File: config.mk
export PLATFORM = sky130hd
export DESIGN_NAME = shift_arbiter
export DESIGN_NICKNAME = d
export VERILOG_FILES = /design/src/rtl/shift_arbiter.sv
export SDC_FILE = /design/constraint.sdc
export NUM_CORES = 1
export LEC_CHECK = 0
export CAP_MARGIN = 0
export CORE_MARGIN = 3
export CORE_UTILIZATION = 42
export CTS_BUF_LIST = sky130_fd_sc_hd__clkbuf_4 sky130_fd_sc_hd__clkbuf_8
export CTS_CLUSTER_DIAMETER = 200
export DETAILED_ROUTE_END_ITERATION = 10
export GPL_ROUTABILITY_DRIVEN = 0
export PLACE_DENSITY = 0.88
export SLEW_MARGIN = 25
export SYNTH_ARGS = -nofsm -noshare
export SYNTH_HDL_FRONTEND = slang
export SYNTH_SLANG_ARGS = --single-unit
File: constraint.sdc
create_clock -name clk -period 2.2 [get_ports clk]
set_input_delay 0.66 -clock clk [delete_from_list [all_inputs] [get_ports clk]]
set_output_delay 0.66 -clock clk [all_outputs]
set_load 0.005 [all_outputs]
File: src/rtl/shift_arbiter.sv
// Round-robin arbiter sharing one external combinational shifter between two requesters.
// Optional grant counters are compiled in when SHIFT_ARB_STATS_EN is defined.
module shift_arbiter #(
    parameter int DATA_WIDTH         = 8,
    parameter int SHIFT_AMOUNT_WIDTH = $clog2(DATA_WIDTH)
`ifdef SHIFT_ARB_STATS_EN
    ,
    parameter int CNT_WIDTH          = 16
`endif
) (
    input  logic                          clk,
    input  logic                          rst_n,
    // Handshakes: a transfer happens on a rising edge where valid && ready.
    // reqN_ready is combinational from state/last_id/valids and is high only in
    // IDLE for the granted requester; valid must never wait on ready.
    input  logic                          req0_valid,
    output logic                          req0_ready,
    input  logic [DATA_WIDTH-1:0]         req0_data,
    input  logic [SHIFT_AMOUNT_WIDTH-1:0] req0_amt,
    input  logic [1:0]                    req0_op,
    input  logic                          req1_valid,
    output logic                          req1_ready,
    input  logic [DATA_WIDTH-1:0]         req1_data,
    input  logic [SHIFT_AMOUNT_WIDTH-1:0] req1_amt,
    input  logic [1:0]                    req1_op,
    output logic [DATA_WIDTH-1:0]         sh_data,
    output logic [SHIFT_AMOUNT_WIDTH-1:0] sh_amount,
    output logic [1:0]                    sh_op,
    input  logic [DATA_WIDTH-1:0]         sh_result,
    output logic                          rsp_valid,
    input  logic                          rsp_ready,
    output logic [DATA_WIDTH-1:0]         rsp_data,
    output logic                          rsp_id,
    output logic [1:0]                    dbg_state
`ifdef SHIFT_ARB_STATS_EN
    ,
    output logic [CNT_WIDTH-1:0]          gnt0_count,
    output logic [CNT_WIDTH-1:0]          gnt1_count
`endif
);

    typedef enum logic [1:0] {
        ST_IDLE = 2'd0,
        ST_EXEC = 2'd1,
        ST_RESP = 2'd2
    } state_t;

    state_t state, state_nxt;

    logic                          last_id;
    logic                          grant;
    logic                          gnt_id;
    logic [DATA_WIDTH-1:0]         opnd_data;
    logic [SHIFT_AMOUNT_WIDTH-1:0] opnd_amt;
    logic [1:0]                    opnd_op;
    logic                          opnd_id;
    logic [DATA_WIDTH-1:0]         sel_data;
    logic [SHIFT_AMOUNT_WIDTH-1:0] sel_amt;
    logic [1:0]                    sel_op;

    always_comb begin
        state_nxt  = state;
        grant      = 1'b0;
        gnt_id     = 1'b0;
        req0_ready = 1'b0;
        req1_ready = 1'b0;
        rsp_valid  = 1'b0;
        case (state)
            ST_IDLE: begin
                if (req0_valid || req1_valid) begin
                    grant = 1'b1;
                    // On contention the requester that did not win last time goes first.
                    gnt_id     = (req0_valid && req1_valid) ? ~last_id : req1_valid;
                    req0_ready = ~gnt_id;
                    req1_ready = gnt_id;
                    state_nxt  = ST_EXEC;
                end
            end
            ST_EXEC: state_nxt = ST_RESP;
            ST_RESP: begin
                rsp_valid = 1'b1;
                if (rsp_ready) state_nxt = ST_IDLE;
            end
            default: state_nxt = ST_IDLE;
        endcase
    end

    always_comb begin
        sel_data = req0_data;
        sel_amt  = req0_amt;
        sel_op   = req0_op;
        if (gnt_id) begin
            sel_data = req1_data;
            sel_amt  = req1_amt;
            sel_op   = req1_op;
        end
    end

    always_ff @(posedge clk or negedge rst_n) begin
        if (!rst_n) begin
            state     <= ST_IDLE;
            last_id   <= 1'b1;
            opnd_data <= '0;
            opnd_amt  <= '0;
            opnd_op   <= '0;
            opnd_id   <= 1'b0;
        end else begin
            state <= state_nxt;
            if (grant) begin
                last_id   <= gnt_id;
                opnd_data <= sel_data;
                opnd_amt  <= sel_amt;
                opnd_op   <= sel_op;
                opnd_id   <= gnt_id;
            end
        end
    end

    // The result is captured once, in EXEC, and then held through RESP.
    always_ff @(posedge clk or negedge rst_n) begin
        if (!rst_n) begin
            rsp_data <= '0;
            rsp_id   <= 1'b0;
        end else if (state == ST_EXEC) begin
            rsp_data <= sh_result;
            rsp_id   <= opnd_id;
        end
    end

    assign sh_data   = opnd_data;
    assign sh_amount = opnd_amt;
    assign sh_op     = opnd_op;
    assign dbg_state = state;

`ifdef SHIFT_ARB_STATS_EN
    always_ff @(posedge clk or negedge rst_n) begin
        if (!rst_n) begin
            gnt0_count <= '0;
            gnt1_count <= '0;
        end else if (grant) begin
            if (gnt_id) gnt1_count <= gnt1_count + 1'b1;
            else        gnt0_count <= gnt0_count + 1'b1;
        end
    end
`endif

endmodule

Yosys cells after proc, flatten, opt, wreduce, memory -nomap -nowiden
Index checks and enable logic that the tools add are counted.
{"block": "word_totals", "out_inout_bits": 27, "word_cells": 32, "latch_bits": 0, "mem_count": 0, "ff_bits": 26, "ramBits": 0, "mem_bits_ro": 0}
{"block": "op_classes", "bitwise": 2, "n_shift": 0, "eq_ne": 4, "mux": 14, "order_cmp": 0, "addsub": 0, "n_mul": 0, "n_div": 0, "n_reduce_logical": 4}
{"operator": "$mux W1", "n": 8}
{"operator": "$mux W8", "n": 1}
{"operator": "$mux W2", "n": 3}
{"operator": "$pmux W2 S3", "n": 1}
{"operator": "$ne A2 B2 Y1 const B", "n": 2}
{"operator": "$mux W3", "n": 1}
{"operator": "$eq A2 B1 Y1 const B", "n": 1}
{"operator": "$eq A2 B2 Y1 const B", "n": 1}
{"operator": "$logic_not A2 Y1", "n": 1}
{"operator": "$not A1 Y1", "n": 2}
{"operator": "$reduce_and A2 Y1", "n": 1}
{"operator": "$logic_and A1 B1 Y1", "n": 1}
{"operator": "$logic_or A1 B1 Y1", "n": 1}

Logic depth before layout (Yosys ltp)
Gate-level depths: netlist of run 1.
{"block": "logic_depth", "ltp_word": 5, "mapped_depth": 4, "depth_no_buf": 4}

Worst setup path before layout of run 1
No wires, ideal clock.
{"block": "synth_path", "kind": "in2out", "start": "in req0_valid", "end": "out req0_ready", "cell_stages": 3, "t_arrival_ps": 1211, "slack_ps": 329, "path_cell_list": "nor3b_1 > buf_2 > and2_1"}
{"block": "synth_via", "elab_chain_cells": 5, "elab_cells_between_ends": 6, "classes_between": "3 x mux; 1 x bitwise; 2 x reduce/logical"}
{"item": "start, declared", "line": "16", "text": "input logic req0_valid,"}
{"item": "$logic_and A1 B1 Y1", "line": "73", "text": "gnt_id = (req0_valid && req1_valid) ? ~last_id : req1_valid;"}
{"item": "$mux W1", "line": "73"}
{"item": "$not A1 Y1", "line": "74", "text": "req0_ready = ~gnt_id;"}
{"item": "$mux W1 (*)", "line": "70", "text": "if (req0_valid || req1_valid) begin"}
{"item": "$mux W1 (*)", "line": "68", "text": "case (state)"}
{"item": "end, declared", "line": "17", "text": "output logic req0_ready,"}
Mark *: on every way between the ends. The rest lies on a longest branch, timed or not.

Worst setup path after layout of run 1
{"block": "layout_path", "start": "in req0_valid", "end": "out req1_ready"}
{"block": "layout_via", "elab_chain_cells": 4, "elab_cells_between_ends": 5, "classes_between": "3 x mux; 2 x reduce/logical"}
{"item": "$logic_and A1 B1 Y1", "line": "73"}
{"item": "$mux W1", "line": "73"}
{"item": "$mux W1 (*)", "line": "70"}
{"item": "$mux W1 (*)", "line": "68"}
{"item": "end, declared", "line": "22", "text": "output logic req1_ready,"}
Marks and branches as above.

==> flow_metrics.py, run 1 <==
metrics = {
    "die": {
        "die_w_um": 59.2,
        "dieHeight_um": 59.2,
        "starting_density_of_the_core_pct": 45.8,
        "ioPinCount": 66,
        "floorplan.die_area_um2": 3500,
        "design.core.area_um2": 2590,
        "core.rowCount": 18,
    },
    "synth": {
        "syn-num-nets": 137,
        "synth_sequential_area_ratio_pct": 54.9,
        "post_synth_main_area_contributors": "sky130_fd_sc_hd__dfrtp_1 53%, sky130_fd_sc_hd__mux2_2 8.5%, sky130_fd_sc_hd__a32oi_1 7.4%",
        "synth.ff_latch_count": 26,
        "synth.distinct_cells": 21,
        "synthesis.area_um2": 1190,
        "average_size_of_a_mapped_cell_um2": 12.1,
        "post_synth_inst_count": 98,
        "netlist.top_cell.by_area": "sky130_fd_sc_hd__dfrtp_1",
        "synth-warning-count": 0,
        "netlist.area_leader.share_pct": 52.7,
    },
    "critical_path": {
        "timing.setup.critical_path_class": "primary input to output pin",
        "worst_r2r_path_depth": 5,
        "critical_path.cell_chain": "clkdlybuf4s15_2 -> a211oi_4 -> nand2_2 -> inv_2 -> dlygate4sd2_1",
        "critPathMaxFanout": 3,
        "worst-path-buf-inv": 3,
        "reg2reg_from": "dbg_state[0]",
        "critPathCaptureType": "output pin",
        "worst_ep_arrival_time_ns": 1.51,
        "worst_path_dominant_cell_family": "buffers and inverters",
        "slack_of_the_worst_reg_to_reg_path_ns": 0.65,
        "worst_r2r_endpoint": "sh_data[6]",
        "cp_slowest_cell": "sky130_fd_sc_hd__a211oi_4",
        "cp-start-kind": "primary input",
        "max_stage_delay_ns": 0.25,
        "timing.critical_path.required_ns": 1.54,
    },
    "global_routing": {
        "maximum_number_of_pins_on_one_net_before_global_route_repair": 27,
        "first_global_vias": 1148,
        "first_pass_grt_wire_length_mm": 5.08,
        "grt_overflow": 0,
        "antenna_violations_before_repair": 0,
        "overall_routing_resource_usage_pct": 19.6,
    },
    "sta": {
        "achievable-frequency_mhz": 460,
        "post-route-worst-setup-slack_ns": 0.0278,
        "fin_skew_ns": 0.00160,
        "finalWorstPathRequiredPeriod_ns": 2.17,
        "layout_worst_path_cycle_share_pct": 98.7,
        "hold_viol_final": 0,
        "timing_worst_slew_pin_value_ns": 0.456,
        "total_of_endpoints_with_negative_setup_slack_in_the_final_report": 0,
        "finalMaxSlewViolations": 0,
        "slew-limit-headroom_pct": 69.6,
    },
    "power": {
        "clock_power_share_pct": 12.6,
        "power.ir.vdd_worst_v": 0.000887,
        "combinationalPowerShare_pct": 54.0,
        "sequentialPowerShare_pct": 33.4,
        "power-per-cell-area_nw_per_um2": 1310,
        "switching_share_pct": 32.3,
        "static-leakage-power_uw": 0.000873,
        "power.internal_uw": 1790,
        "p_switching_uw": 852,
        "finalPower_uw": 2640,
    },
    "min_path": {
        "timing.hold.worst.start": "opnd_id",
        "min_delay_path_depth": 1,
        "hold_path.class": "flop to flop",
        "whs_endpoint": "opnd_id",
    },
    "final_layout": {
        "final.fill_count": 177,
        "post_layout_nonfiller_instances": 205,
        "layout.nets": 215,
        "layout_common_cells": "60 x sky130_fd_sc_hd__clkdlybuf4s50_1, 25 x sky130_fd_sc_hd__dfrtp_1, 16 x sky130_fd_sc_hd__buf_4",
        "layout_commonest_cell": "sky130_fd_sc_hd__clkdlybuf4s50_1",
        "num_antenna_cells": 0,
        "drive_gt1_share_pct": 20.6,
        "area_added_between_synthesis_and_finish_pct": 69.7,
    },
    "placement": {
        "place.port_buffers": 65,
        "place.detailed.instances": 198,
        "post-place-ws_ns": -0.614,
        "hpwl_mm": 2.74,
    },
    "clock_network": {
        "tritoncts": "done",
        "cts_hold_buffers": 0,
        "clkTransAtPathRegs_ns": 0.14,
        "worstSkewPairLatency_ns": 0.33,
        "cts_made_buffers": 3,
        "ctsLongestPathBuffers": 2,
        "htree_num_levels": 1,
        "cts.root.buffer_cell": "sky130_fd_sc_hd__clkbuf_4",
        "cts_num_sinks": 26,
    },
    "route": {
        "wl_met3_um": 225,
        "drtPass1Iterations": 4,
        "met2_length_mm": 1.92,
        "postRouteWirelength_mm": 3.51,
        "num_vias": 1135,
        "drt.antenna.violating_nets": 0,
        "first_iter_violations": 38,
        "met1Wirelength_mm": 1.30,
        "drt-wirelength-per-cell_um": 17.1,
        "highest_signal_layer": "met4",
        "vias_per_cell": 5.54,
        "drc": 0,
    },
    "outcome": {
        "status": "finished clean",
    },
    "run": {
        "max_cap_violations": 0,
    },
}
## power by group through the flow
stage               Sequential (uW)  Combinational (uW)  Clock [uW]
floorplan                       899                 590           0
global placement                877                1340           0
detailed placement              899                1390           0
CTS                             883                1420         341
global route                    909                1530         358
finish                          881                1430         334
## kinds of logic (layout without fill, tap and decap cells)
| family | Yosys count | count (layout) | share of synthesized area (%) |
|---|---|---|---|
| AOI/OAI and AO/OA | 37 | 37 | 24.9 |
| DFF | 26 | 26 | 54.9 |
| and+or+nand+nor | 15 | 15 | 7.59 |
| buffers and inverters | 11 | 88 | 4.11 |
| muxes | 9 | 9 | 8.54 |
## state kept, by name, indices dropped and copies added, names as in the netlist
name and cells:
rsp_data 8, sh_data 8, sh_op 2, opnd_id 1, rsp_id 1, sh_amount 3, dbg_state 2, last_id 1
## per-stage QoR
stage	setup TNS, ns	utilization (%)	hold slack [ns]	instance area (um2)
6_report	0	77.8	0.505	2010
5_1_grt	-0.0308	77.8	0.533	2010
4_1_cts	0	77.4	0.511	2000
3_5_place_dp	-1.52	74.7	0.473	1940
3_3_place_gp	-1.18	74.7	0.463	1940
2_1_floorplan	0	-	0.364	1190
## synthesized netlist by cell type (all sizes together)
| library cell | instances |
|---|---|
| nand2 | 2 |
| or2 | 1 |
| nand2b | 3 |
| mux2 | 9 |
| buf | 6 |
| nor2 | 1 |
| a21o | 2 |
| a21oi | 10 |
| o21ai | 1 |
| clkbuf | 2 |
| dfrtp | 25 |
| dfstp | 1 |
| and3 | 6 |
| inv | 3 |
| and2 | 1 |
| a32oi | 10 |
| a221o | 3 |
| o2bb2ai | 10 |
| nor3b | 1 |
| a211oi | 1 |
## per-layer routing
metal,vias to the layer above,GRT usage [%]
li1,530,-
met1,562,20.8
met2,36,36.6
met3,7,4.58
met4,0,8.09
met5,-,0
## final cells by class
class | count | area [um2] | area share (%)
clock buffers | 3 | 22.5 | 1.12
clock inverters | 1 | 30.0 | 1.49
well taps | 30 | 37.5 | 1.86
multi-input cells | 61 | 494 | 24.5
inverters | 3 | 11.3 | 0.559
flip-flops and latches | 26 | 652 | 32.4
repair buffers | 81 | 767 | 38.1
## worst reg2reg max path, cell delays in order (launching register included)
cell                      delay (ns)
sky130_fd_sc_hd__dfrtp_1        0.42
sky130_fd_sc_hd__buf_4          0.14
sky130_fd_sc_hd__buf_4          0.14
sky130_fd_sc_hd__nor2_1         0.24
sky130_fd_sc_hd__nand2_2        0.14
sky130_fd_sc_hd__a221o_1        0.37
## how the worst max path moves through the flow
stage          cells after the start         start  slack, ns         end
2_1_floorplan                      3    req0_valid       0.33  req0_ready
3_5_place_dp                       4    req0_valid      -0.61  req0_ready
4_1_cts                            5  dbg_state[0]       0.02  req1_ready
6_report                           5    req0_valid       0.03  req1_ready
5_1_grt                            4  dbg_state[1]      -0.03  req1_ready
3_3_place_gp                       4    req0_valid      -0.58  req0_ready
## timing repair
action / 4_1_cts / 5_1_grt
setup buffers: 2 / 1
setup endpoints to repair: 3 / 1
resized for setup: 8 / 2
cloned: 0 / 0
pin swaps: 1 / 2
Note: power is estimated with default switching activity, not from simulation.
==> run 2: changes to the inputs <==
--- a/config.mk
+++ b/config.mk
@@ -5,13 +5,13 @@
 export SDC_FILE = /design/constraint.sdc
 export NUM_CORES = 1
 export LEC_CHECK = 0
-export CAP_MARGIN = 0
 export CORE_MARGIN = 3
 export CORE_UTILIZATION = 42
 export CTS_BUF_LIST = sky130_fd_sc_hd__clkbuf_4 sky130_fd_sc_hd__clkbuf_8
 export CTS_CLUSTER_DIAMETER = 200
 export DETAILED_ROUTE_END_ITERATION = 10
 export GPL_ROUTABILITY_DRIVEN = 0
+export MAX_ROUTING_LAYER = met4
 export PLACE_DENSITY = 0.88
 export SLEW_MARGIN = 25
 export SYNTH_ARGS = -nofsm -noshare
==> flow_metrics.py, run 2 (synthesis results as in run 1) <==
metrics = {
    "die": {
        "dieHeight_um": 59.2,
        "core.rowCount": 18,
        "die_w_um": 59.2,
        "ioPinCount": 66,
        "design.core.area_um2": 2590,
        "starting_density_of_the_core_pct": 45.8,
        "floorplan.die_area_um2": 3500,
    },
    "clock_network": {
        "worstSkewPairLatency_ns": 0.33,
        "cts.root.buffer_cell": "sky130_fd_sc_hd__clkbuf_4",
        "tritoncts": "done",
        "clkTransAtPathRegs_ns": 0.15,
        "ctsLongestPathBuffers": 2,
        "cts_made_buffers": 3,
        "htree_num_levels": 1,
        "cts_num_sinks": 26,
    },
    "final_layout": {
        "layout.nets": 215,
        "post_layout_nonfiller_instances": 205,
        "drive_gt1_share_pct": 20.6,
        "layout_commonest_cell": "sky130_fd_sc_hd__clkdlybuf4s50_1",
        "post-route-util_pct": 77.8,
        "area_added_between_synthesis_and_finish_pct": 69.7,
        "post-route-cell-area_um2": 2010,
        "multi_input_comb_area_um2": 494,
        "final-seq-area_um2": 652,
        "final.fill_count": 177,
        "layout_common_cells": "60 x sky130_fd_sc_hd__clkdlybuf4s50_1, 25 x sky130_fd_sc_hd__dfrtp_1, 16 x sky130_fd_sc_hd__buf_4",
        "num_antenna_cells": 0,
    },
    "sta": {
        "total_of_endpoints_with_negative_setup_slack_in_the_final_report": 0,
        "timing_worst_slew_pin_value_ns": 0.458,
        "slew-limit-headroom_pct": 69.4,
        "fin_skew_ns": 0.00298,
        "finalWorstPathRequiredPeriod_ns": 2.18,
        "layout_worst_path_cycle_share_pct": 99.0,
        "post-route-worst-setup-slack_ns": 0.0224,
        "finalMaxSlewViolations": 0,
        "hold_viol_final": 0,
        "tns_ns": 0,
        "achievable-frequency_mhz": 459,
    },
    "run": {
        "max_cap_violations": 0,
    },
    "min_path": {
        "timing.hold.worst.start": "opnd_id",
        "whs_endpoint": "opnd_id",
        "hold_path.class": "flop to flop",
        "min_delay_path_depth": 1,
    },
    "power": {
        "static-leakage-power_uw": 0.000873,
        "power-per-cell-area_nw_per_um2": 1310,
        "power.ir.vdd_worst_v": 0.000888,
    },
    "critical_path": {
        "critPathCaptureType": "output pin",
        "critical_path.cell_chain": "clkdlybuf4s15_2 -> a211oi_4 -> nand2_2 -> inv_2 -> dlygate4sd2_1",
        "cp-start-kind": "primary input",
        "worst_path_dominant_cell_family": "buffers and inverters",
        "worst_r2r_path_depth": 5,
        "critPathMaxFanout": 3,
        "reg2reg_from": "dbg_state[0]",
        "max_stage_delay_ns": 0.25,
        "worst_r2r_endpoint": "sh_data[6]",
        "worst-path-buf-inv": 3,
        "timing.critical_path.required_ns": 1.54,
        "timing.setup.critical_path_class": "primary input to output pin",
        "worst_ep_arrival_time_ns": 1.52,
        "slack_of_the_worst_reg_to_reg_path_ns": 0.66,
        "cp_slowest_cell": "sky130_fd_sc_hd__a211oi_4",
    },
    "placement": {
        "post_dp_cell_area_um2": 1940,
        "place.detailed.instances": 198,
        "hpwl_mm": 2.74,
        "place.port_buffers": 65,
        "post-place-ws_ns": -0.614,
    },
    "route": {
        "drtPass1Iterations": 4,
        "first_iter_violations": 38,
        "drt.antenna.violating_nets": 0,
        "drc": 0,
        "vias_per_cell": 5.49,
        "postRouteWirelength_mm": 3.51,
        "num_vias": 1126,
        "drt-wirelength-per-cell_um": 17.1,
    },
    "global_routing": {
        "first_global_vias": 1151,
        "first_pass_grt_wire_length_mm": 5.07,
        "maximum_number_of_pins_on_one_net_before_global_route_repair": 27,
        "overall_routing_resource_usage_pct": 20.2,
        "grt_overflow": 0,
        "antenna_violations_before_repair": 0,
    },
    "outcome": {
        "status": "finished clean",
    },
}
[run 2: worst max path at each step]
stage                     slack (ns)  cells after the start    startpoint         end
final                           0.02                      5    req0_valid  req1_ready
after global routing           -0.03                      4  dbg_state[1]  req1_ready
after CTS                       0.02                      5  dbg_state[0]  req1_ready
after detailed placement       -0.61                      4    req0_valid  req0_ready
after global placement         -0.58                      4    req0_valid  req0_ready
after floorplan                 0.33                      3    req0_valid  req0_ready
[run 2: stage by stage]
stage	hold slack, ns	total power (uW)
after floorplan	0.364	1490
final	0.505	2640
after global placement	0.463	2220
after detailed placement	0.473	2290
after global routing	0.533	2800
after CTS	0.511	2640
[run 2: routing by layer]
layer | vias up | share of wire (%) | wire [um] | track usage, %
li1 | 529 | - | - | -
met2 | 31 | 55 | 1920 | 36.4
met3 | 8 | 4.4 | 155 | 3.05
met1 | 558 | 39 | 1380 | 21.9
met4 | 0 | 1.6 | 55 | 8.09
met5 | - | 0 | 0 | -
[run 2: worst reg2reg max path: cells and delay by family, from the launching register on]
kind | cells | cell delay (ns)
AOI/OAI and AO/OA | 1 | 0.37
DFF | 1 | 0.41
buffers and inverters | 2 | 0.28
and+or+nand+nor | 2 | 0.38
[run 2: what timing repair did]
action                                  in CTS  in global routing
gates resized for setup                      8                  2
gates cloned                                 0                  0
pin swaps                                    1                  2
buffers inserted                             2                  1
hold buffers                                 0                  0
endpoints found under the setup margin       3                  1
[run 2: layout make-up]
| class | instances | area share, % |
|---|---|---|
| clock inverters | 1 | 1.49 |
| repair buffers | 81 | 38.1 |
| inverters | 3 | 0.559 |
| clock buffers | 3 | 1.12 |
| flip-flops and latches | 26 | 32.4 |
| well taps | 30 | 1.86 |
| multi-input cells | 61 | 24.5 |
[run 2: report_power, final]
group / leakage (uW) / total, uW / switching [uW] / internal [uW]
logic: 0.000534 / 1430 / 551 / 877
clock network: 0.0000279 / 334 / 150 / 184
registers: 0.000311 / 881 / 153 / 727
total: 0.000873 / 2640 / 854 / 1790
